<file path="src/rtl/booth_seq_mult.sv">
// Sequential radix-4 Booth multiplier: signed M-bit a times signed N-bit b, two multiplier bits per cycle, M/2 cycles per product.
// Define BOOTH_ROUND_EN to get an N-bit rounded, saturated Q1.(M-1) result instead of the full N+M-bit product.
module booth_seq_mult #(
    parameter int N = 28,
    parameter int M = 16
) (
    input  logic           clk,
    input  logic           rst_n,
    input  logic           in_valid,
    output logic           in_ready,
    input  logic [M-1:0]   in_a,
    input  logic [N-1:0]   in_b,
    output logic           out_valid,
    input  logic           out_ready,
`ifdef BOOTH_ROUND_EN
    output logic [N-1:0]   out_p,
`else
    output logic [N+M-1:0] out_p,
`endif
    output logic           busy
);

    localparam int W     = N + M;
    localparam int STEPS = M / 2;
    localparam int CW    = $clog2(STEPS);

    localparam logic [1:0] S_IDLE = 2'd0;
    localparam logic [1:0] S_CALC = 2'd1;
    localparam logic [1:0] S_DONE = 2'd2;

    logic [1:0]    state;
    logic [M-1:0]  a_sh;
    logic          a_m1;
    logic [W-1:0]  mcand;
    logic [W-1:0]  acc;
    logic [W-1:0]  pp;
    logic [W-1:0]  acc_next;
    logic [CW-1:0] cnt;
    logic          last_step;

`ifdef BOOTH_ROUND_EN
    localparam logic [W:0] HALF = (W+1)'(1) << (M - 2);
    logic [W:0]   rnd_sum;
    logic [W:0]   rnd_sh;
    logic [N-1:0] res;
`else
    logic [W-1:0] res;
`endif

    // a_sh shifts right by two each step so the current triplet is always {a_sh[1:0], a_m1};
    // mcand shifts left by two so it is already the sign-extended b scaled by 4^i.
    always_comb begin
        pp = '0;
        case ({a_sh[1:0], a_m1})
            3'b001, 3'b010: pp = mcand;
            3'b011:         pp = mcand << 1;
            3'b100:         pp = -(mcand << 1);
            3'b101, 3'b110: pp = -mcand;
            default:        pp = '0;
        endcase
    end

    assign acc_next  = acc + pp;
    assign last_step = (cnt == CW'(STEPS - 1));

`ifdef BOOTH_ROUND_EN
    // One extra bit keeps the rounding add safe for the -2^(M-1) * -2^(N-1) corner.
    always_comb begin
        rnd_sum = {acc_next[W-1], acc_next} + HALF;
        rnd_sh  = $signed(rnd_sum) >>> (M - 1);
        if ((&rnd_sh[W:N-1]) || !(|rnd_sh[W:N-1]))
            res = rnd_sh[N-1:0];
        else if (rnd_sh[W])
            res = {1'b1, {(N-1){1'b0}}};
        else
            res = {1'b0, {(N-1){1'b1}}};
    end
`else
    assign res = acc_next;
`endif

    always_ff @(posedge clk or negedge rst_n) begin
        if (!rst_n) begin
            state <= S_IDLE;
            a_sh  <= '0;
            a_m1  <= 1'b0;
            mcand <= '0;
            acc   <= '0;
            cnt   <= '0;
            out_p <= '0;
        end else begin
            case (state)
                S_IDLE: begin
                    if (in_valid) begin
                        a_sh  <= in_a;
                        a_m1  <= 1'b0;
                        mcand <= {{M{in_b[N-1]}}, in_b};
                        acc   <= '0;
                        cnt   <= '0;
                        state <= S_CALC;
                    end
                end
                S_CALC: begin
                    acc   <= acc_next;
                    a_sh  <= a_sh >> 2;
                    a_m1  <= a_sh[1];
                    mcand <= mcand << 2;
                    cnt   <= cnt + 1'b1;
                    if (last_step) begin
                        out_p <= res;
                        state <= S_DONE;
                    end
                end
                S_DONE: begin
                    if (out_ready)
                        state <= S_IDLE;
                end
                default: state <= S_IDLE;
            endcase
        end
    end

    assign in_ready  = (state == S_IDLE);
    assign out_valid = (state == S_DONE);
    assign busy      = (state != S_IDLE);

endmodule

</file>
<file path="config.mk">
export PLATFORM = sky130hd
export DESIGN_NAME = booth_seq_mult
export DESIGN_NICKNAME = d
export VERILOG_FILES = /design/src/rtl/booth_seq_mult.sv
export SDC_FILE = /design/constraint.sdc
export NUM_CORES = 1
export LEC_CHECK = 0
export CORE_AREA = 2 2 139 141
export CTS_BUF_LIST = sky130_fd_sc_hd__clkbuf_16
export CTS_CLUSTER_SIZE = 20
export DETAILED_ROUTE_END_ITERATION = 12
export DIE_AREA = 0 0 141 143
export DONT_BUFFER_PORTS = 1
export PLACE_DENSITY_LB_ADDON = 0.25
export SYNTH_ARGS = -nofsm -noshare
export SYNTH_HDL_FRONTEND = slang
export SYNTH_SLANG_ARGS = --single-unit
export TNS_END_PERCENT = 20
</file>
<file path="constraint.sdc">
create_clock -name clk -period 14.35 [get_ports clk]
set_input_delay 2.87 -clock clk [delete_from_list [all_inputs] [get_ports clk]]
set_output_delay 2.87 -clock clk [all_outputs]
set_load 0.02 [all_outputs]
</file>
==> flow_summary_export.csv <==
group,metric,value,unit
critical_path,cp-start-kind,"flip-flop",
detailed_routing,drcViolationCount,0,
cts,root_buffer,"clkbuf_16",
critical_path,path_class,"flip-flop to flip-flop",
detailed_routing,dr.pass1.iters,5,
cts,clock_sinks,154,
cts,cts_inserted_buffers,17,
critical_path,cpPeakStageDelay,680,ps
floorplan,placementRows,50,
critical_path,slowest_stage,"o21ai_0",
status,outcome,"finished, final reports clean",
synthesis,syn_avg_cell_area,8.604,sq um
synthesis,syn_nets,1403,
timing,finalSetupViolCount,0,
detailed_routing,wl,30.18,mm
global_routing,grt_pass1_vias,9124,
flow_run,max_cap_violations,0,
placed_design,gp_congestion,0.9913,
critical_path,cpMostUsedCell,"buf_4",
finish,drive_gt1_frac,0.08062,
timing,finalCritPeriodShare,0.4063,
detailed_routing,via_per_inst,6.672,
global_routing,grt_overflow,0,
synthesis,synth_cells,1308,
synthesis,synth_area,0.01125,sq mm
cts,ctsHtreeMaxLevel,4,
timing,grt_setup_unrepaired,"false",
timing,min_period,5831,ps
critical_path,end_kind,"flip-flop",
critical_path,cp_cell_sequence,"buf_4 > clkinv_1 > buf_4 > nor2_1 > buf_4 > a22oi_1 > o22ai_1 > ha_1 > and3_1 > a221o_1 > a31oi_1 > o41ai_1 > a21oi_1 > o21ai_0 > a31oi_1 > xnor2_1 > mux2_2",
synthesis,synth_edf_count,0,
cts,cts.path.max_buffers,2,
timing,hold_violations,0,
cts,clkTransAtPathRegs,70,ps
synthesis,seq_area_frac_synth,0.3424,
cts,hold_buffers,0,
critical_path,path_max_fanout,56,
global_routing,antenna_found_initial,0,
global_routing,grt_use_total,0.3054,
floorplan,dieArea,0.02016,sq mm
detailed_routing,wl_per_cell,20.64,microns
finish,diodes,0,
hold_path,hp-class,"flip-flop to flip-flop",
synthesis,synth.distinct_cells,71,
timing,clock_skew,12.74,ps
global_routing,grt_pass1_wl,48.91,mm
finish,area_delta_synth_final,4.392,%
cts,tritoncts,"built",
synthesis,synth_ff_type,"dfrtp_1",
timing,tightestPinTransition,1041,ps
cts,clk_latency,430,ps
cts,cts_setup_buffers,0,
cts,cts_resized,0,
global_routing,grt_max_degree,155,
detailed_routing,drtIter0Drc,1104,
floorplan,coreArea,0.01858,sq mm
synthesis,synthArstFlopShare,1.000,
floorplan,die_h,143,microns
critical_path,required,14670,ps
synthesis,synth_seq_cells,154,
detailed_routing,drt.antenna.violating_nets,0,
placed_design,hpwlAfterDp,20.43,mm
detailed_routing,vias,9755,
floorplan,die_w,141,microns
finish,nets,1310,
synthesis,synth_warnings,0,
placed_design,port_buffers,0,
floorplan,io_pins,95,
timing,finalSetupTns,0,ps
floorplan,initial_core_util,0.6057,
timing,fmaxAchievable,171.5,MHz
critical_path,cp_data_arrival_time,6150,ps
timing,max_slew_margin,0.3063,
timing,final-max-slew-violation-count,0,
critical_path,regToRegSetupSlack,8520,ps
==> critical path, delay by kind of cell (launching register included) <==
kind	cells	cell delay (ps)
muxes	1	270
adders and majority gates	1	240
xor gates and xnor gates	1	180
and+or+nand+nor	2	840
buffers and inverters	4	1290
DFF	1	320
AOI/OAI and AO/OA	8	2540
==> synthesized netlist by cell type (all sizes together), types with 10 or more instances <==
library cell,instances,area [sq um]
xor2,37,324.1
ha,46,575.6
a22o,38,332.8
nor2,61,236.5
nor3,18,95.09
nor2b,22,137.6
a21o,26,195.2
mux2,37,416.7
clkbuf,113,424.2
buf,10,65.06
dfrtp,154,3854
nand2,140,528.0
a22oi,25,187.7
and3b,27,236.5
o21ai,113,565.5
a221oi,29,254.0
xnor2,62,543.0
a221o,20,200.2
inv,23,86.33
a21oi,122,610.6
nand3,20,100.1
nand2b,10,62.56
or3,16,105.1
a31oi,16,100.1
==> cells in the final DEF, fill, tap and decap left out, types with 21 or more instances in the layout <==
cell type    n
a21o_1      26
a21oi_1    122
a221oi_1    29
a22o_1      38
a22oi_1     25
and3b_1     27
dfrtp_1    151
ha_1        46
inv_1       23
mux2_2      36
nand2_1    138
nor2_1      60
nor2b_1     21
o21ai_0    113
xnor2_1     62
xor2_1      37
==> metrics by stage <==
step                      setup WS (ps)  std cells  hold WS, ps    util  instance area (sq um)
after CTS                          8723       1462        501.7  0.6323                  11750
after global placement             8880       1430        472.7  0.6009                  11170
after detailed placement           8731       1430        479.8  0.6009                  11170
final                              8519       1462        499.4  0.6323                  11750
after floorplan                    9677       1308        456.3       -                  11250
after global routing               8201       1462        517.1  0.6323                  11750
==> per-layer routing <==
metal | global-route usage | wire, microns
met5 | 0 | 0
met3 | 0.06304 | 2302
met2 | 0.4632 | 13500
met1 | 0.4288 | 13410
met4 | 0.1258 | 966
==> registers in the layout, summed over array words and instances (netlist names) <==
register and cells:
a_sh 16, state 2, a_m1 1, cnt 3
acc 44, mcand 44, out_p 44
==> final timing paths <==
check                       start        end  cells past startpoint
min in group asynchronous   rst_n   state[0]                      0
hold reg to reg            acc[2]     acc[2]                      2
setup reg to reg             a_m1  out_p[38]                     17
hold / removal             acc[2]     acc[2]                      2
max in group asynchronous   rst_n    a_sh[1]                      0
setup / recovery             a_m1  out_p[38]                     17
==> cell type report <==
cell class / count / area [sq um]
clock buffer: 17 / 425.4
timing repair buffer: 11 / 82.58
sequential: 154 / 3857
fill: 1562 / 6832
clock inverter: 15 / 157.7
tap: 234 / 292.8
multi-input combinational: 1006 / 6839
inverter: 25 / 93.84
==> cell families after synthesis <==
family | count (synthesis) | share of synthesized area
AO/OA/AOI/OAI | 459 | 0.2677
AND/OR/NAND/NOR | 356 | 0.1640
flip-flops | 154 | 0.3424
buffers and inverters | 148 | 0.05181
XOR/XNOR | 99 | 0.07704
adder cells (fa/ha/maj) | 47 | 0.05292
multiplexers | 45 | 0.04414
Power is left out: the tool's default activity adds up to more than one toggle a clock period on the data nets, which glitch-free logic cannot reach.
